File: src/rtl/ramm_arbiter_pkg.sv
// Shared definitions for the ramm_arbiter slice: FSM states and port indices.
package ramm_arbiter_pkg;

   typedef enum logic {
      ST_IDLE  = 1'b0,
      ST_CLEAR = 1'b1
   } state_e;

   localparam int unsigned PORT_M0 = 0;
   localparam int unsigned PORT_M1 = 1;

endpackage

File: src/rtl/ramm_rr_arb2.sv
// Two-way round-robin arbiter; prio moves to the other port after every grant.
import ramm_arbiter_pkg::*;

module ramm_rr_arb2 (
   input  logic       clk,
   input  logic       rst,
   input  logic [1:0] req,
   input  logic       en,
   output logic [1:0] gnt
);

   // prio_q = 0 favours m0, 1 favours m1
   logic prio_q;

   always_comb begin
      gnt = '0;
      if (en) begin
         if (req == 2'b11) begin
            gnt[PORT_M0] = ~prio_q;
            gnt[PORT_M1] = prio_q;
         end else begin
            gnt = req;
         end
      end
   end

   always_ff @(posedge clk) begin
      if (rst) begin
         prio_q <= 1'b0;
      end else if (gnt[PORT_M0]) begin
         prio_q <= 1'b1;
      end else if (gnt[PORT_M1]) begin
         prio_q <= 1'b0;
      end
   end

endmodule

File: src/rtl/ramm_arbiter.sv
// Shares one 16x32 distributed RAM between two requesters and runs a hardware
// clear sequence that fills every word with CLR_VALUE.
import ramm_arbiter_pkg::*;

module ramm_arbiter #(
   parameter int unsigned           ADDR_WIDTH = 4,
   parameter int unsigned           DATA_WIDTH = 32,
   parameter logic [DATA_WIDTH-1:0] CLR_VALUE  = '0
) (
   input  logic                  clk,
   input  logic                  rst,
   input  logic                  m0_req,
   input  logic                  m0_we,
   input  logic [ADDR_WIDTH-1:0] m0_addr,
   input  logic [DATA_WIDTH-1:0] m0_wdata,
   output logic                  m0_gnt,
   output logic                  m0_rvalid,
   output logic [DATA_WIDTH-1:0] m0_rdata,
   input  logic                  m1_req,
   input  logic                  m1_we,
   input  logic [ADDR_WIDTH-1:0] m1_addr,
   input  logic [DATA_WIDTH-1:0] m1_wdata,
   output logic                  m1_gnt,
   output logic                  m1_rvalid,
   output logic [DATA_WIDTH-1:0] m1_rdata,
   input  logic                  clr_start,
   output logic                  clr_busy,
   output logic [DATA_WIDTH-1:0] ram_di,
   output logic [ADDR_WIDTH-1:0] ram_waddr,
   output logic [ADDR_WIDTH-1:0] ram_raddr,
   output logic                  ram_we,
   input  logic [DATA_WIDTH-1:0] ram_do
);

   localparam logic [ADDR_WIDTH-1:0] CNT_LAST = '1;

   state_e                  state_q;
   logic [ADDR_WIDTH-1:0]   clr_cnt_q;
   logic                    m0_rvalid_q, m1_rvalid_q;
   logic [DATA_WIDTH-1:0]   m0_rdata_q, m1_rdata_q;
   logic [1:0]              req, gnt;
   logic                    arb_en;
   logic                    m0_rd, m1_rd;

   // clr_start wins over any request, and reset forces every grant low
   assign req    = {m1_req, m0_req};
   assign arb_en = (state_q == ST_IDLE) && !rst && !clr_start;

   ramm_rr_arb2 u_arb (
      .clk (clk),
      .rst (rst),
      .req (req),
      .en  (arb_en),
      .gnt (gnt)
   );

   assign m0_gnt = gnt[PORT_M0];
   assign m1_gnt = gnt[PORT_M1];
   assign m0_rd  = m0_gnt && !m0_we;
   assign m1_rd  = m1_gnt && !m1_we;

   always_comb begin
      ram_we    = 1'b0;
      ram_waddr = '0;
      ram_raddr = '0;
      ram_di    = '0;
      if (!rst) begin
         if (state_q == ST_CLEAR) begin
            ram_we    = 1'b1;
            ram_waddr = clr_cnt_q;
            ram_di    = CLR_VALUE;
         end else if (m0_gnt) begin
            if (m0_we) begin
               ram_we    = 1'b1;
               ram_waddr = m0_addr;
               ram_di    = m0_wdata;
            end else begin
               ram_raddr = m0_addr;
            end
         end else if (m1_gnt) begin
            if (m1_we) begin
               ram_we    = 1'b1;
               ram_waddr = m1_addr;
               ram_di    = m1_wdata;
            end else begin
               ram_raddr = m1_addr;
            end
         end
      end
   end

   always_ff @(posedge clk) begin
      if (rst) begin
         state_q   <= ST_IDLE;
         clr_cnt_q <= '0;
      end else begin
         case (state_q)
            ST_IDLE: begin
               clr_cnt_q <= '0;
               if (clr_start) begin
                  state_q <= ST_CLEAR;
               end
            end
            ST_CLEAR: begin
               if (clr_cnt_q == CNT_LAST) begin
                  state_q   <= ST_IDLE;
                  clr_cnt_q <= '0;
               end else begin
                  clr_cnt_q <= clr_cnt_q + 1'b1;
               end
            end
            default: begin
               state_q   <= ST_IDLE;
               clr_cnt_q <= '0;
            end
         endcase
      end
   end

   always_ff @(posedge clk) begin
      if (rst) begin
         m0_rvalid_q <= 1'b0;
         m1_rvalid_q <= 1'b0;
         m0_rdata_q  <= '0;
         m1_rdata_q  <= '0;
      end else begin
         m0_rvalid_q <= m0_rd;
         m1_rvalid_q <= m1_rd;
         if (m0_rd) begin
            m0_rdata_q <= ram_do;
         end
         if (m1_rd) begin
            m1_rdata_q <= ram_do;
         end
      end
   end

   assign m0_rvalid = m0_rvalid_q;
   assign m1_rvalid = m1_rvalid_q;
   assign m0_rdata  = m0_rdata_q;
   assign m1_rdata  = m1_rdata_q;
   assign clr_busy  = (state_q == ST_CLEAR);

endmodule

File: config.mk
export PLATFORM = sky130hd
export DESIGN_NAME = ramm_arbiter
export DESIGN_NICKNAME = d
export VERILOG_FILES = /design/src/rtl/ramm_arbiter_pkg.sv /design/src/rtl/ramm_rr_arb2.sv /design/src/rtl/ramm_arbiter.sv
export SDC_FILE = /design/constraint.sdc
export NUM_CORES = 1
export LEC_CHECK = 0
export BUFFER_PORTS_ARGS = -buffer_cell sky130_fd_sc_hd__buf_2
export CAP_MARGIN = 10
export CORE_MARGIN = 2
export CORE_UTILIZATION = 42
export CTS_BUF_LIST = sky130_fd_sc_hd__clkbuf_8
export CTS_CLUSTER_SIZE = 20
export DETAILED_ROUTE_END_ITERATION = 16
export PLACE_DENSITY = 0.87
export SLEW_MARGIN = 15
export SYNTH_ARGS = -nofsm -noshare
export SYNTH_HDL_FRONTEND = slang
export SYNTH_HIERARCHICAL = 1
export SYNTH_SLANG_ARGS = --single-unit
export TNS_END_PERCENT = 100
File: constraint.sdc
create_clock -name clk -period 2.7 [get_ports clk]
set_input_delay 0 -clock clk [delete_from_list [all_inputs] [get_ports clk]]
set_output_delay 0 -clock clk [all_outputs]
set_load 0.005 [all_outputs]
==> flow_summary.json <==
{
  "gr-total-overflow": 0,
  "ff2ff_path_depth": 9,
  "synthCells": 421,
  "final_nets": 774,
  "synth_compound_area_share_pct": 21.1,
  "wirelength_um": 11200,
  "synth-simple-area-share_pct": 25.9,
  "drv_slew": 0,
  "antennaDiodeCount": 0,
  "crit_fanout": 11,
  "syn_nets": 533,
  "finalNonFillerCells": 766,
  "post-route-min-period_ps": 2460,
  "numCtsBuffers": 9,
  "cts_tree": "done",
  "pwr-share-seq_pct": 47.7,
  "vias": 3938,
  "max_cap_violations": 0,
  "finalCoreUtilization_pct": 67.3,
  "outcome": "finished, final reports clean",
  "ant_nets": 0,
  "dp_hpwl_um": 7540,
  "relSlewSlack_pct": 50.8,
  "path_class": "flip-flop to primary output",
  "grt_pass1_vias": 3857,
  "grt_usage_pct": 27.1,
  "finalHoldViolCount": 0,
  "yosysWarningCount": 6,
  "synth_cell_types": 28,
  "drive_gt1_share_pct": 37.9,
  "synthMuxAreaShare_pct": 0.321,
  "clock_skew_ps": 8.29,
  "firstDrtPassIters": 5,
  "die_area_um2": 8140,
  "clk_latency_ps": 330,
  "tightest_slew_ps": 738,
  "fin_setup_tns_ps": 0,
  "p_total_mw": 2.28,
  "hp-class": "input pin to flip-flop",
  "min_path_cells": 5,
  "vias_per_cell": 5.14,
  "wl_per_cell_um": 14.6,
  "p_int_mw": 1.74,
  "layout_commonest_cell": "buf_2",
  "drt_iter0_drc": 199,
  "end_kind": "primary output",
  "io_buffers": 220,
  "post_cts_buffers": 0,
  "p_sw_mw": 0.541,
  "synth_xor_area_share_pct": 0.281,
  "cts.htree.levels": 3,
  "die_h_um": 90.2,
  "cp.arrival_ps": 2460,
  "fmax_mhz": 407,
  "holdWs_ps": 292,
  "crit_required_ps": 2700,
  "synth_area_leaders": "dfxtp_1, nand2_1, a21oi_1, a22oi_1, nor2_1",
  "avgSynthCellArea_um2": 7.41,
  "synth_seq_area_share_pct": 46.2,
  "ir_worst_vdd_uv": 386,
  "p_sw_share_pct": 23.8,
  "path_clk_slew_ps": 80,
  "ys_ff_latch": 72,
  "gp_congestion": 0.874,
  "initial_core_util_pct": 43.3,
  "finalSetupViolCount": 0,
  "row_count": 31,
  "rsz0062_at_grt": "no",
  "cts_buffer_depth": 2,
  "synthAdderAreaFrac_pct": 0.401,
  "grt_pass1_wl_um": 18100,
  "antenna_found_initial": 0,
  "grt_max_degree": 73,
  "synth_top_family_by_area": "simple AND/OR/NAND/NOR gates",
  "dpl.cell_count": 715,
  "clkPwrFrac_pct": 40.8,
  "area_delta_synth_final_pct": 55.5,
  "synth_area_leader_cell": "dfxtp_1",
  "p_leak_nw": 2.28,
  "comb_power_share_pct": 11.5,
  "drc": 0,
  "synth.cell_area_um2": 3120,
  "netlist.area_leader.share_pct": 46.2,
  "die_w_um": 90.2,
  "root_buffer": "clkbuf_8",
  "layout_common_cells": "buf_2, nand2_1, a21oi_1, dfxtp_1, nor2_1",
  "fin_crit_sh_pct": 91.0,
  "crit_path_start_kind": "flip-flop",
  "coreArea_um2": 7210,
  "p_per_area_nw_per_um2": 469,
  "num_io_pins": 221,
  "clock-sinks": 72
}
-- what timing repair did --
| item | in CTS | in global routing |
|---|---|---|
| hold buffers | 35 | 0 |
| gates resized for setup | 0 | 4 |
| setup endpoints to repair | 0 | 37 |
| endpoints found under the hold margin | 66 | 0 |
-- power groups by stage --
stage	Combinational, mW	Sequential (mW)	Clock [mW]
2_1_floorplan	0.0812	1.11	0
3_3_place_gp	0.210	1.11	0
3_5_place_dp	0.215	1.11	0
4_1_cts	0.255	1.09	0.954
5_1_grt	0.286	1.09	0.999
6_report	0.261	1.09	0.928
-- per-layer routing --
layer | share of wire [%] | up-vias | track usage (%)
li1 | - | 1891 | -
met1 | 40 | 1836 | 31.8
met2 | 51 | 186 | 48.4
met3 | 6.5 | 25 | 5.53
met4 | 2.2 | 0 | 10.4
met5 | 0 | - | 0
-- synthesized netlist by cell type, drive strengths merged --
library cell    n
nor2b           3
mux2i           1
nand2b          2
a21oi          73
dfxtp          72
o21ai           1
nand3           1
and2            2
and3            5
xnor2           1
ha              1
or2             1
buf            26
a221o           4
nor2           40
and3b           1
nor3            1
clkbuf         10
a311oi          1
inv             2
or2b            1
a22oi          32
nand4b          1
nand3b          5
nand2         134
-- flip-flops by register name (all words and copies together) (netlist names) --
register	count
m0_rdata	32
clr_busy	1
m1_rvalid	1
u_arb/prio_q	1
m0_rvalid	1
m1_rdata	32
clr_cnt_q	4
-- area by class of cell --
type,count,area (µm²)
fill,589,2360
timing repair buffer,266,1550
multi-input combinational,311,1510
sequential,72,1440
clock buffer,9,124
tap,99,124
clock inverter,7,96.3
inverter,2,7.51
-- path summary, 6_finish.rpt --
kind	from	to	slack, ps
max	clr_busy	ram_waddr[3]	240
min	m0_we	m0_rdata[5]	290
min reg2reg	m0_rdata[20]	m0_rdata[20]	450
max reg2reg	clr_busy	m1_rdata[21]	590
-- metrics by stage --
step / area [µm²] / worst slack, ps
detailed placement: 4270 / 490
finish: 4850 / 243
floorplan: 3120 / 294
CTS: 4840 / 111
global placement: 4270 / 575
global route: 4850 / 71.9
-- critical path, cell delays in order (launching register included) --
cell,delay [ps]
dfxtp_1,310
or2_2,310
nor2_2,150
nand2_1,70
a21oi_1,130
buf_4,180
and3b_2,300
and2_4,200
a221o_1,350
buf_2,140
-- cells by family (layout without fill, tap and decap cells) --
kind of cell             count (synthesis)  count (layout)
AND/OR/NAND/NOR                        197             197
AO/OA/AOI/OAI                          111             111
flip-flops                              72              72
buffers and inverters                   38             284
adder cells (fa/ha/maj)                  1               1
XOR/XNOR                                 1               1
multiplexers                             1               1
(Power assumes the default switching activity.)
